$ cat src/rtl/spi_master_arbiter.sv
// Round-robin SPI master shared by NUM_REQ requesters, one CS each.
// Runs 8-bit full-duplex LSB-first transfers; optional fixed priority.
//
// Ports:
//   clk, reset  : clock and synchronous active-high reset
//   req         : per-requester level request
//   tx_data     : byte per requester, requester i at [8i+7:8i]
//   grant       : one-hot owner of the current transfer
//   done        : one-cycle completion pulse
//   rx_data     : received byte, held until the next done
//   busy        : high from grant until the end of the CS gap
//   SCLK, CS, MOSI, MISO : SPI bus (CS active low, SCLK idle low)
//
// Build option: define SPI_ARB_FIXED_PRIO_EN for fixed priority,
// where the lowest set req index always wins.
module spi_master_arbiter #(
  parameter int NUM_REQ = 4,
  parameter int CLK_DIV = 2,
  parameter int CS_GAP  = 2
) (
  input  logic                 clk,
  input  logic                 reset,
  input  logic [NUM_REQ-1:0]   req,
  input  logic [8*NUM_REQ-1:0] tx_data,
  output logic [NUM_REQ-1:0]   grant,
  output logic                 done,
  output logic [7:0]           rx_data,
  output logic                 busy,
  output logic                 SCLK,
  output logic [NUM_REQ-1:0]   CS,
  output logic                 MOSI,
  input  logic                 MISO
);

  localparam int PW = $clog2(NUM_REQ);

  typedef enum logic [2:0] {
    IDLE, SETUP, SHIFT, HOLD, GAP
  } state_t;

  state_t             state_q;
  logic [NUM_REQ-1:0] grant_q;
  logic [NUM_REQ-1:0] cs_q;
  logic               done_q;
  logic               busy_q;
  logic               sclk_q;
  logic               mosi_q;
  logic [7:0]         tx_q;
  logic [7:0]         rx_q;
  logic [7:0]         rxd_q;
  logic [15:0]        div_q;
  logic [15:0]        gap_q;
  // SCLK edges issued so far in this transfer
  logic [3:0]         tog_q;

  logic [PW-1:0]      win_d;
  logic [NUM_REQ-1:0] win_oh_d;
  logic               tick;

  assign tick     = (div_q == 16'(CLK_DIV - 1));
  assign win_oh_d = NUM_REQ'(1) << win_d;

`ifdef SPI_ARB_FIXED_PRIO_EN
  // Scan downward so the lowest set index is the last one written.
  always_comb begin
    win_d = '0;
    for (int i = NUM_REQ - 1; i >= 0; i--) begin
      if (req[i]) win_d = PW'(i);
    end
  end
`else
  logic [PW-1:0] rr_q;
  logic [PW-1:0] rr_d;

  // First set request at or after the pointer, wrapping.
  always_comb begin
    logic found;
    int   idx;
    win_d = '0;
    found = 1'b0;
    for (int k = 0; k < NUM_REQ; k++) begin
      idx = int'(rr_q) + k;
      if (idx >= NUM_REQ) idx = idx - NUM_REQ;
      if (!found && req[idx]) begin
        win_d = PW'(idx);
        found = 1'b1;
      end
    end
  end

  assign rr_d = (win_d == PW'(NUM_REQ - 1))
              ? '0 : win_d + PW'(1);
`endif

  always_ff @(posedge clk) begin
    if (reset) begin
      state_q <= IDLE;
      grant_q <= '0;
      cs_q    <= '1;
      done_q  <= 1'b0;
      busy_q  <= 1'b0;
      sclk_q  <= 1'b0;
      mosi_q  <= 1'b0;
      tx_q    <= '0;
      rx_q    <= '0;
      rxd_q   <= '0;
      div_q   <= '0;
      gap_q   <= '0;
      tog_q   <= '0;
`ifndef SPI_ARB_FIXED_PRIO_EN
      rr_q    <= '0;
`endif
    end else begin
      done_q <= 1'b0;
      unique case (state_q)
        IDLE: begin
          if (|req) begin
            grant_q <= win_oh_d;
            cs_q    <= ~win_oh_d;
            busy_q  <= 1'b1;
            tx_q    <= tx_data[8*win_d +: 8];
            tog_q   <= '0;
            div_q   <= '0;
`ifndef SPI_ARB_FIXED_PRIO_EN
            rr_q    <= rr_d;
`endif
            state_q <= SETUP;
          end
        end
        SETUP: begin
          if (tick) begin
            div_q   <= '0;
            sclk_q  <= 1'b1;
            mosi_q  <= tx_q[0];
            tx_q    <= tx_q >> 1;
            tog_q   <= 4'd1;
            state_q <= SHIFT;
          end else begin
            div_q <= div_q + 16'd1;
          end
        end
        SHIFT: begin
          if (tick) begin
            div_q <= '0;
            tog_q <= tog_q + 4'd1;
            if (sclk_q) begin
              sclk_q <= 1'b0;
              rx_q   <= {MISO, rx_q[7:1]};
              // Sixteenth edge is the eighth fall.
              if (tog_q == 4'd15) begin
                mosi_q  <= 1'b0;
                state_q <= HOLD;
              end
            end else begin
              sclk_q <= 1'b1;
              mosi_q <= tx_q[0];
              tx_q   <= tx_q >> 1;
            end
          end else begin
            div_q <= div_q + 16'd1;
          end
        end
        HOLD: begin
          if (tick) begin
            div_q   <= '0;
            cs_q    <= '1;
            rxd_q   <= rx_q;
            done_q  <= 1'b1;
            gap_q   <= '0;
            state_q <= GAP;
          end else begin
            div_q <= div_q + 16'd1;
          end
        end
        GAP: begin
          // grant is kept through the done cycle only
          grant_q <= '0;
          if (gap_q == 16'(CS_GAP - 1)) begin
            busy_q  <= 1'b0;
            state_q <= IDLE;
          end else begin
            gap_q <= gap_q + 16'd1;
          end
        end
        default: state_q <= IDLE;
      endcase
    end
  end

  assign grant   = grant_q;
  assign done    = done_q;
  assign rx_data = rxd_q;
  assign busy    = busy_q;
  assign SCLK    = sclk_q;
  assign CS      = cs_q;
  assign MOSI    = mosi_q;

endmodule

$ cat config.mk
export PLATFORM = sky130hd
export DESIGN_NAME = spi_master_arbiter
export DESIGN_NICKNAME = d
export VERILOG_FILES = /design/src/rtl/spi_master_arbiter.sv
export SDC_FILE = /design/constraint.sdc
export NUM_CORES = 1
export LEC_CHECK = 0
export CAP_MARGIN = 30
export CORE_UTILIZATION = 48
export CTS_CLUSTER_DIAMETER = 60
export DETAILED_ROUTE_END_ITERATION = 8
export GPL_ROUTABILITY_DRIVEN = 0
export PLACE_DENSITY = 0.81
export RECOVER_POWER = 25
export SYNTH_ARGS = -nofsm -noshare
export SYNTH_HDL_FRONTEND = slang
export SYNTH_SLANG_ARGS = --single-unit
$ cat constraint.sdc
create_clock -name clk -period 3.3 [get_ports clk]
set_input_delay 0.66 -clock clk [delete_from_list [all_inputs] [get_ports clk]]
set_output_delay 0.66 -clock clk [all_outputs]
set_load 0.05 [all_outputs]
## Word level (Yosys, flattened, before mapping)

Cells that the tools add are included.

- Register bits after elaboration: 77
- Logic and storage cells: 149
- Input port bits: 39
- Output and inout bits: 20

- Add/subtract/negate cells: 11
- Mux-type cells: 65
- Equal/unequal tests: 18
- Shift operators: 2
- Order comparisons: 8
- Reduce and logical (&&, ||, !) cells: 29
- Bitwise logic cells: 2

Operators with widths:

| kind | number |
|---|---|
| < comparator 32 x 4 -> 1 bit, second input constant | 4 |
| 2-to-1 mux 32 bit | 4 |
| 2-to-1 mux 16 bit | 4 |
| case mux 16 bit (2 select lines) | 2 |
| adder 16 x 1 -> 16 bit, second input constant | 2 |
| equality test 16 x 1 -> 1 bit, second input constant | 2 |
| 2-to-1 mux 8 bit | 4 |
| indexed part select 32 x 6 -> 8 bit | 1 |
| 2-to-1 mux 4 bit | 6 |
| case mux 8 bit (3 select lines) | 1 |
| 2-to-1 mux 1 bit | 21 |
| 2-to-1 mux 3 bit | 7 |
| inequality test 2 bit, second input constant | 9 |
| case mux 4 bit (2 select lines) | 2 |
| case mux 3 bit (5 select lines) | 1 |
| AND reduction 3 bit | 5 |
| case mux 4 bit (3 select lines) | 1 |
| subtractor 3 x 3 -> 4 bit, second input constant | 3 |
| 2-to-1 mux 2 bit | 5 |
| nonzero test 2 bit | 5 |
| >= comparator 3 bit, second input constant | 3 |
| binary-select mux 1 bit (select 2 bit) | 4 |
| AND reduction 2 bit | 4 |
| AND reduction 4 bit | 2 |
| other kinds (25) | 33 |

## Depth between registers and ports, before layout

- Depth after elaboration: 19
- Mapped depth: 10
- Depth with buffers taken out: 8

## Least setup slack after synthesis

Ideal clock, no wire load.

- Path kind: input port to flip-flop
- Start: input req[2]
- End: register tx_q[7]
- Arrival time: 2.025 ns
- Data required time: 3.168 ns
- Stages on the path: 7
- Setup time: 0.132 ns
- Buffers on the path: 1
- Slack: 1.143 ns
- Cell sequence: nor2b_1 -> a211o_1 -> nand2_2 -> buf_4 -> mux2_2 -> o211ai_1 -> a21oi_1

- Cells in the longest elaborated chain, start to end: 16
- Elaborated cells between the ends (all ways): 31
- Those cells by class: eq/ne (1); shift (1); mux (21); reduce/logical (8)

Ends and longest elaborated chain:

| what | RTL line | text |
|---|---|---|
| from (decl) | 23 | `input logic [NUM_REQ-1:0] req,` |
| binary-select mux 1 bit (select 2 bit) | 84 | `if (!found && req[idx]) begin` |
| 2-to-1 mux 1 bit (not written as such) (2 in series) | 84 |  |
| 2-to-1 mux 1 bit | 84 |  |
| logical NOT 1 bit | 84 |  |
| logical AND 1 bit | 84 |  |
| 2-to-1 mux 1 bit | 84 |  |
| logical NOT 1 bit | 84 |  |
| logical AND 1 bit | 84 |  |
| 2-to-1 mux 1 bit | 84 |  |
| logical NOT 1 bit | 84 |  |
| logical AND 1 bit | 84 |  |
| 2-to-1 mux 2 bit | 84 |  |
| indexed part select 32 x 6 -> 8 bit | 121 | `tx_q <= tx_data[8*win_d +: 8];` |
| 2-to-1 mux 8 bit | 117 | `if (\|req) begin` |
| case mux 8 bit (3 select lines) | 115 | `unique case (state_q)` |
| to (signal assigned) | 121 |  |
| to (signal assigned) | 135 | `tx_q <= tx_q >> 1;` |
| to (signal assigned) | 157 | `tx_q <= tx_q >> 1;` |
| to (decl) | 48 | `logic [7:0] tx_q;` |

Several ways; a longest one is shown, not always the timed one. The select of a mux whose other input is x is not followed.
A chain may end at the register's enable or synchronous reset.

## Worst setup path in the final report

- Start: input req[1]
- End: register div_q[11]

- Cells in the longest elaborated chain, start to end: 3

Ends and longest elaborated chain:

| what | RTL line | text |
|---|---|---|
| OR reduction 4 bit | 117 |  |
| inequality test 2 bit (no source line) | n/a |  |
| AND reduction 2 bit (no source line) | n/a |  |
| to (signal assigned) | 139 | `div_q <= div_q + 16'd1;` |
| to (signal assigned) | 160 | `div_q <= div_q + 16'd1;` |
| to (signal assigned) | 172 | `div_q <= div_q + 16'd1;` |
| to (decl) | 51 | `logic [15:0] div_q;` |

Every way passes these cells.

==> results.json <==
{
  "clk_path_buf_depth": 2,
  "drv_slew": 0,
  "synthToLayoutAreaGrowth_pct": 21.8,
  "vdd_ir_drop_max_mv": 0.267,
  "finalHoldViolCount": 0,
  "insertion_delay_ps": 350,
  "crit_required_ps": 3530,
  "postSynthAreaPerCell_um2": 8.66,
  "fp-row-count": 32,
  "clockRootBuffer": "clkbuf_8",
  "synth.area.top_cells": "dfxtp_1 40%, mux2i_1 6.5%, nor2_1 5.8%",
  "routed-via-count": 3307,
  "reg2reg_slack_ps": 600,
  "tns_ps": 0,
  "start_kind": "input pin",
  "core-area_um2": 7730,
  "cts_tree": "done",
  "fill_cells": 666,
  "grt-ovfl-total": 0,
  "portBuffers": 58,
  "diodes": 0,
  "drive_above_1_share": 0.0743,
  "synth_top_area_frac": 0.402,
  "drt_first_pass_iters": 6,
  "synthDistinctLibCells": 57,
  "rsz0062_at_grt": "no",
  "grt_pass1_wl_um": 14100,
  "whs_path_depth": 2,
  "ys_ff_latch": 77,
  "tightest_slew_ps": 936,
  "synth_edf_count": 0,
  "grt_pass1_vias": 3054,
  "reg2reg_from": "div_q[0]",
  "initial_core_util": 0.496,
  "drc": 0,
  "synth_nets": 491,
  "path_clk_slew_ps": 80,
  "hold_path.class": "flip-flop to flip-flop",
  "drv_cap": 0,
  "io_pins": 59,
  "h-tree-depth": 3,
  "holdPathEnd": "rx_data[5]",
  "track_usage": 0.207,
  "die_h_um": 91.4,
  "power_density_nw_per_um2": 481,
  "max_freq_ghz": 0.367,
  "nets": 541,
  "cts_inserted_buffers": 9,
  "wl_per_cell_um": 13.9,
  "cts_resized": 0,
  "hp-start": "rx_data[5]",
  "cp_max_fo": 7,
  "crit_type": "input pin to flip-flop",
  "dp_hpwl_um": 5930,
  "cp-end-kind": "flip-flop",
  "syn-cell-area_um2": 3830,
  "worstPathArrival_ps": 2960,
  "synthArstFlopShare": 0,
  "grt_max_degree": 35,
  "die_area_um2": 8350,
  "antenna_found_initial": 0,
  "yosys.area.top_type": "dfxtp_1",
  "ff2ff_path_depth": 6,
  "fin_skew_ps": 11.2,
  "viasPerCell": 5.51,
  "post_cts_buffers": 0,
  "fin_crit_ps": 2730,
  "max_slew_margin": 0.370,
  "clock_sinks": 77,
  "setup_viol": 0,
  "p_leak_nw": 1.76,
  "status": "complete, no violations",
  "hold_buffers": 0,
  "ys_warn_count": 0,
  "fin_crit_sh": 0.826,
  "seq_area_frac_synth": 0.402,
  "dr.first_iter.drc_count": 222,
  "p_total_w": 0.00225,
  "routed_wl_um": 8360,
  "r2r-end": "gap_q[2]",
  "ant_nets": 0,
  "synthCells": 443,
  "ys.flop_type": "dfxtp_1",
  "die_x_um": 91.4
}
-- layer usage --
layer  share of wire  track usage  wire [um]
met1            0.49        0.272       4090
met2            0.46        0.333       3830
met3           0.045       0.0511        380
met4          0.0078       0.0661         65
met5               0            0          0
-- report_power, final --
part | internal, W | total [W] | switching [W]
combinational | 0.000190 | 0.000442 | 0.000252
clock | 0.000448 | 0.000794 | 0.000346
sequential | 0.000973 | 0.00101 | 0.0000377
total | 0.00161 | 0.00225 | 0.000636
-- how the worst max path moves through the flow --
stage / start / endpoint / slack (ps) / cells after the start
after floorplan: req[2] / tx_q[7] / 1140 / 7
after global placement: req[0] / tx_q[7] / 600 / 7
after detailed placement: req[1] / tx_q[7] / 530 / 7
after CTS: div_q[0] / gap_q[2] / 860 / 6
after global routing: div_q[0] / gap_q[8] / 400 / 6
final: req[1] / div_q[11] / 570 / 7
-- final cells by class --
class | count | area (um2) | share of cell area
Tap cell | 102 | 128 | 0.0273
Sequential cell | 77 | 1540 | 0.330
Clock inverter | 5 | 83.8 | 0.0179
Inverter | 7 | 26.3 | 0.00563
Multi-Input combinational cell | 336 | 2150 | 0.461
Clock buffer | 11 | 141 | 0.0303
Timing Repair Buffer | 62 | 598 | 0.128
-- flip-flops by register name (all words and copies together), names as in the netlist --
name / count
tog_q: 4
MOSI: 1
rr_q: 2
CS: 4
busy: 1
grant: 4
done: 1
rx_data: 8
SCLK: 1
state_q: 3
tx_q: 8
rx_q: 8
gap_q: 16
div_q: 16
-- cells by family (layout without fill, tap and decap cells) --
family	count (synthesis)	count (layout)	share of synthesized area
compound gates	77	77	0.140
xor+xnor	25	25	0.0571
fa+ha+maj	9	9	0.0294
buf+inv	30	85	0.0369
flops	77	77	0.402
mux	26	26	0.0682
simple gates	199	199	0.267
-- layout by cell type, fill, tap and decap left out, types with 9 or more instances in the layout --
master	synthesis	final
xor2_1	23	23
o21ai_0	14	14
nor2_1	59	59
nand4_1	10	10
ha_1	9	9
a21oi_1	25	25
dlygate4sd3_1	0	15
mux2i_1	25	25
dfxtp_1	77	77
nand3_1	17	17
clkdlybuf4s50_1	0	42
nand2_1	51	51
clkbuf_8	0	10
-- worst max-delay path, cell delays in order --
cell and delay (ps):
clkdlybuf4s50_1 470, nor4_1 830, a21oi_1 350, and2_1 300
nand3_1 120, xor2_1 170, nor2_1 50
-- metrics by stage --
stage	util	cells	cell area, um2	setup WS [ps]	hold slack (ps)
floorplan	-	443	3830	1140	436
finish	0.604	600	4670	573	452
CTS	0.607	600	4690	862	455
global route	0.604	600	4670	398	483
detailed placement	0.578	584	4470	530	445
global placement	0.578	584	4470	602	440
-- synth_stat cells, drive strengths merged (3+ instances only) --
cell type and count:
nor3 5, a21o 3, mux2i 25, nor4b 4, nor2b 5, xor2 23
and2 6, inv 7, and3 7, o22a 7, nand2b 6, a21oi 26
nand3 17, nor4 9, nand4 11, ha 9, dfxtp 77, nand2 52
nor2 62, o21ai 15, buf 11, or3 5, and4 5, clkbuf 12
a311oi 10
Note: power is estimated with default switching activity, not from simulation.
